$ cat config.mk
export PLATFORM = sky130hd
export DESIGN_NAME = one_to_four_bus
export DESIGN_NICKNAME = d
export VERILOG_FILES = /design/src/rtl/one_to_four_bus.sv
export SDC_FILE = /design/constraint.sdc
export NUM_CORES = 1
export LEC_CHECK = 0
export CAP_MARGIN = 15
export CORE_AREA = 2 2 55 57
export CTS_BUF_LIST = sky130_fd_sc_hd__clkbuf_2 sky130_fd_sc_hd__clkbuf_4 sky130_fd_sc_hd__clkbuf_8
export CTS_CLUSTER_SIZE = 40
export DETAILED_ROUTE_END_ITERATION = 10
export DIE_AREA = 0 0 57 59
export GPL_ROUTABILITY_DRIVEN = 0
export PLACE_DENSITY = 0.61
export SLEW_MARGIN = 10
export SYNTH_ARGS = -nofsm -noshare
export SYNTH_HDL_FRONTEND = slang
export SYNTH_SLANG_ARGS = --single-unit
$ cat constraint.sdc
create_clock -name clk -period 3 [get_ports clk]
set_clock_uncertainty 0.05 [all_clocks]
set_input_delay 0.6 -clock clk [delete_from_list [all_inputs] [get_ports clk]]
set_output_delay 0.6 -clock clk [all_outputs]
set_load 0.02 [all_outputs]
$ cat src/rtl/one_to_four_bus.sv
// Serial-to-parallel bus assembler: gathers single-bit lanes
// into WIDTH-bit words with a one-word buffered output handshake.
module one_to_four_bus #(
   parameter int WIDTH     = 8,
   parameter bit LSB_FIRST = 1'b1,
   localparam int CW       = (WIDTH > 1) ? $clog2(WIDTH) : 1
) (
   input  logic             clk,
   input  logic             rst,
   input  logic             sync,
   input  logic             bit_in,
   input  logic             bit_valid,
   output logic             bit_ready,
   output logic [WIDTH-1:0] bus_out,
   output logic             out_valid,
   input  logic             out_ready,
   output logic [CW-1:0]    bit_count
);

   localparam logic [CW-1:0] LAST = CW'(WIDTH - 1);

   logic [WIDTH-1:0] asm_q;
   logic [WIDTH-1:0] asm_nxt;
   logic [CW-1:0]    cnt_q;
   logic [CW-1:0]    pos;
   logic [WIDTH-1:0] bus_q;
   logic             vld_q;
   logic             is_last;
   logic             accept;
   logic             done;
   logic             drain;

   assign is_last = (cnt_q == LAST);
   assign drain   = vld_q && out_ready;

   // Only the final bit of a word waits on a stalled output.
   assign bit_ready = !sync && (!is_last || !vld_q || out_ready);

   assign accept = bit_valid && bit_ready;
   assign done   = accept && is_last;

   // Target position of the incoming bit within the word.
   always_comb begin
      if (LSB_FIRST)
         pos = cnt_q;
      else
         pos = LAST - cnt_q;
   end

   // Partial word with the incoming bit merged in.
   always_comb begin
      asm_nxt = asm_q;
      if (accept)
         asm_nxt[pos] = bit_in;
   end

   // Assembly register and bit counter.
   always_ff @(posedge clk or posedge rst) begin
      if (rst) begin
         asm_q <= '0;
         cnt_q <= '0;
      end else if (sync) begin
         asm_q <= '0;
         cnt_q <= '0;
      end else if (done) begin
         asm_q <= '0;
         cnt_q <= '0;
      end else if (accept) begin
         asm_q <= asm_nxt;
         cnt_q <= cnt_q + 1'b1;
      end
   end

   // Output buffer: a completed word loads even while draining.
   always_ff @(posedge clk or posedge rst) begin
      if (rst) begin
         bus_q <= '0;
         vld_q <= 1'b0;
      end else if (done) begin
         bus_q <= asm_nxt;
         vld_q <= 1'b1;
      end else if (drain) begin
         vld_q <= 1'b0;
      end
   end

   assign bus_out   = bus_q;
   assign out_valid = vld_q;
   assign bit_count = cnt_q;

endmodule

Word level (Yosys, flattened, before mapping)
Cells that the tools add are included.
{"block": "totals", "regBits": 20, "in_bits": 6, "output_inout_bits": 13, "word_cells": 32}
{"block": "op_classes", "n_addsub": 1, "magnitude_cmp": 2, "n_eq_ne": 1, "mux": 12, "n_reduce_logical": 12}
{"op": "8-bit two-way mux", "count": 4}
{"op": "3-bit two-way mux", "count": 3}
{"op": "8-bit bitwise mux", "count": 1}
{"op": "1-bit logical AND", "count": 5}
{"op": "3-bit by 4-bit less-than comparator with 1-bit output (second input constant)", "count": 1}
{"op": "3-bit by 1-bit adder with 3-bit output (second input constant)", "count": 1}
{"op": "1-bit demux with 3-bit select", "count": 1}
{"op": "3-bit == test (second input constant)", "count": 1}
{"op": "3-bit by 1-bit >= comparator with 1-bit output (second input constant)", "count": 1}
{"op": "1-bit logical NOT", "count": 3}
{"op": "1-bit two-way mux", "count": 3}
{"op": "3-bit nonzero test", "count": 1}
{"op": "1-bit logical OR", "count": 2}
{"op": "2-bit nonzero test", "count": 1}

Logic depth before layout (Yosys ltp)
Gate-level depths: netlist of run 1.
{"block": "logic_depth", "word_depth": 10, "ltp_mapped": 5, "mapped_depth_nobuf": 5}

Least setup slack after synthesis of run 1
Ideal clock, no wire load.
{"block": "synth_timing", "path_kind": "reg2out", "startpoint": "register cnt_q[0], in the netlist bit_count[0]", "endpoint": "output port bit_ready", "arrival_time_ps": 1399, "required_ps": 2350, "setup_slack_ps": 951, "path_stages_with_launch": 5, "path_cell_list": "dfrtp_1 > ha_1 > ha_1 > and3b_1 > nor2_1"}
{"block": "synth_between", "elab_chain_len": 5}
{"element": "start: declaration", "line": "24", "rtl": "logic [CW-1:0] cnt_q;"}
{"element": "start signal: assignment", "line": "70", "rtl": "cnt_q <= cnt_q + 1'b1;"}
{"element": "3-bit == test", "line": "33", "rtl": "assign is_last = (cnt_q == LAST);"}
{"element": "1-bit logical NOT", "line": "37", "rtl": "assign bit_ready = !sync && (!is_last || !vld_q || out_ready);"}
{"element": "1-bit logical OR (2 in a row)", "line": "37"}
{"element": "1-bit logical AND", "line": "37"}
{"element": "end: declaration", "line": "13", "rtl": "output logic bit_ready,"}
No other way between the ends.

Worst setup path in the final report of run 1
Ends and elaborated chain as after synthesis.

==> results of run 1 <==
power breakdown:
| part | switching, mW | total, mW | internal [mW] |
|---|---|---|---|
| clock network | 0.0872 | 0.222 | 0.135 |
| logic | 0.0261 | 0.0494 | 0.0233 |
| registers | 0.00742 | 0.281 | 0.274 |
cell type report:
class | instances | area, µm² | area share (%)
clock buffer | 3 | 22.5 | 1.75
sequential | 20 | 503 | 39.2
tap | 31 | 38.8 | 3.02
multi-input combinational | 56 | 468 | 36.5
inverter | 9 | 33.8 | 2.63
timing repair buffer | 19 | 188 | 14.6
clock inverter | 1 | 30.0 | 2.34
per-stage QoR:
| stage | instance area, µm² | setup slack, ps | hold slack, ps | utilization [%] | power, mW |
|---|---|---|---|---|---|
| floorplan | 1040 | 951 | 405 | - | 0.317 |
| global placement | 1230 | 338 | 421 | 45.3 | 0.336 |
| detailed placement | 1230 | 325 | 428 | 45.3 | 0.336 |
| CTS | 1280 | 76.6 | 456 | 47.3 | 0.561 |
| global route | 1280 | 13.5 | 474 | 47.4 | 0.580 |
| finish | 1280 | 142 | 456 | 47.4 | 0.553 |
path summary, 6_finish.rpt:
kind	start	to	slack (ps)	depth (start not counted)
setup / recovery	bit_count[0]	bit_ready	140	5
hold / removal	asm_q[1]	asm_q[1]	460	1
setup reg to reg	bit_count[1]	asm_q[7]	1070	5
hold reg to reg	asm_q[1]	asm_q[1]	460	1
max in group asynchronous	rst	bit_count[0]	1710	2
min in group asynchronous	rst	bus_out[1]	670	2
layout by cell type, fill, tap and decap left out, types with 2 or more instances in the layout:
cell,n
a21oi_1,4
clkbuf_4,3
clkdlybuf4s50_1,18
dfrtp_1,18
dfrtp_2,2
ha_1,2
inv_1,9
mux2_4,2
mux2i_1,12
nand2_1,3
nand3_1,4
nand3b_1,3
nor3b_1,3
o21ai_0,4
o2bb2ai_1,6
layer usage:
metal	GRT usage (%)	up-vias
met5	0	-
met3	4.15	4
met1	17.1	353
met4	3.99	0
met2	19.0	18
li1	-	353
kinds of logic (layout without fill, tap and decap cells):
kind of cell / Yosys count / after routing / synth area share [%]
multiplexers: 16 / 16 / 16.5
AO/OA/AOI/OAI: 16 / 16 / 10.4
adder cells (fa/ha/maj): 2 / 2 / 2.40
buffers and inverters: 14 / 32 / 7.19
flip-flops: 20 / 20 / 48.0
AND/OR/NAND/NOR: 22 / 22 / 15.5
worst reg2reg max path, delay by kind of cell, from the launching register on:
| kind | cells | cell delay (ps) |
|---|---|---|
| AOI/OAI and AO/OA | 2 | 760 |
| and+or+nand+nor | 1 | 140 |
| adders and majority gates | 2 | 420 |
| DFF | 1 | 500 |
registers in the layout (all words and copies together) (netlist names):
signal	count
bit_count	3
out_valid	1
bus_out	8
asm_q	8
what timing repair did:
item                                    in CTS  in global routing
setup buffers                                0                  0
endpoints found under the setup margin       0                  1
hold endpoints to repair                     0                  0
resized for setup                            0                  2
hold buffers                                 0                  0
==> impl_metrics.toml, run 1 <==
[synthesis]
synth_top_area_share_pct = 48.0
yosys-top-cells-count = "dfrtp_1 (20), mux2i_1 (12), inv_1 (9), o2bb2ai_1 (6)"
ys_warn_count = 0
seq_area_frac_synth_pct = 48.0
synth_cell_types = 28
netlist_instances = 90
postSynth.topFlopCell = "dfrtp_1"
synth_nets = 98
netlist_area_um2 = 1040
ys_seq_elements = 20
synthArstFlopShare_pct = 100
synth.largest_area_cell = "dfrtp_1"
yosys.cell_count.top_type = "dfrtp_1"
synth.avg_cell_area_um2 = 11.6
synth_area_leaders = "dfrtp_1 (48%), mux2i_1 (12%), o2bb2ai_1 (5.0%)"
synth_edf_count = 0

[global_routing]
grt_use_total_pct = 12.5
antenna_found_initial = 0
grt.overflow.total = 0
grt_max_degree = 21
grt_pass1_vias = 696
grt_pass1_wl_um = 3220

[timing]
drv_slew = 0
grt_setup_unrepaired = "false"
final_hold_viol_count = 0
tns_ps = 0
period_share_pct = 95.3
relSlewSlack_pct = 49.1
setup-violations-final = 0
fmax_mhz = 350
period_minus_slack_ps = 2860
tightest_slew_ps = 762

[clock_network]
cts_buffers = 3
clk_latency_ps = 310
cts_max_level = 1
clk_pin_slew_ps = 120
cts_tree = "built"
cts_num_sinks = 20
clk_path_buf_depth = 2
cts_root_buf = "clkbuf_4"

[job]
maxCapViolations = 0

[layout]
area_growth_pct = 23.0
fin_cells = 139
n_fill_cell = 275
drive_gt1_share_pct = 12.0
antenna_cells = 0
nNetsFinal = 117

[route]
drc = 0
wl_met1_um = 882
via_per_inst = 5.24
drtAntennaViolNets = 0
wl_met2_um = 912
wl_met3_um = 84
wl_per_cell_um = 13.7
drt_iter0_drc = 4
wirelength_um = 1910
top_layer = "met4"
via_count = 728
first_pass_iters = 4

[floorplanning]
start_util_pct = 38.5
rows = 19
fp.coreArea_um2 = 2710
die_h_um = 59
pin_count = 19
die_w_um = 57
dieArea_um2 = 3360

[setup_path]
required_ps = 2350
path_delay_family = "buffers and inverters"
path_buf_inv = 1
critPathKind = "reg -> out"
cp_max_fo = 12
crit_top_cell = "ha_1"
cp_cell_sequence = "ha_1 > ha_1 > and3b_1 > nor2_1 > clkdlybuf4s50_1"
cp-end-kind = "primary output"
slowest_stage = "clkdlybuf4s50_1"
cp-start-kind = "flop"
critPathMaxStageDelay_ps = 600
arrival_ps = 2210

[power]
p_leak_nw = 0.602
power_density_nw_per_um2 = 431
ir_drop_uv = 638

[placement]
io_buffers = 18
dp_cells = 135
hpwlAfterDp_um = 1370

[outcome]
status = "completed"

[min_path]
holdCritPathClass = "reg -> reg"
Power figures use the tool's default switching activity.
==> inputs of run 2 (changes only) <==
--- a/config.mk
+++ b/config.mk
@@ -8,6 +8,7 @@
 export CAP_MARGIN = 15
 export CORE_AREA = 2 2 55 57
 export CTS_BUF_LIST = sky130_fd_sc_hd__clkbuf_2 sky130_fd_sc_hd__clkbuf_4 sky130_fd_sc_hd__clkbuf_8
+export CTS_CLUSTER_DIAMETER = 120
 export CTS_CLUSTER_SIZE = 40
 export DETAILED_ROUTE_END_ITERATION = 10
 export DIE_AREA = 0 0 57 59
==> results of run 2 <==
Final layout, timing and power as in run 1 (identical DEF).
==> inputs of run 3 (changes only) <==
--- a/config.mk
+++ b/config.mk
@@ -7,7 +7,7 @@
 export LEC_CHECK = 0
 export CAP_MARGIN = 15
 export CORE_AREA = 2 2 55 57
-export CTS_BUF_LIST = sky130_fd_sc_hd__clkbuf_2 sky130_fd_sc_hd__clkbuf_4 sky130_fd_sc_hd__clkbuf_8
+export CTS_BUF_LIST = sky130_fd_sc_hd__clkbuf_4 sky130_fd_sc_hd__clkbuf_8
 export CTS_CLUSTER_DIAMETER = 120
 export CTS_CLUSTER_SIZE = 40
 export DETAILED_ROUTE_END_ITERATION = 10
==> results of run 3 <==
Final layout, timing and power as in run 1 (identical DEF).
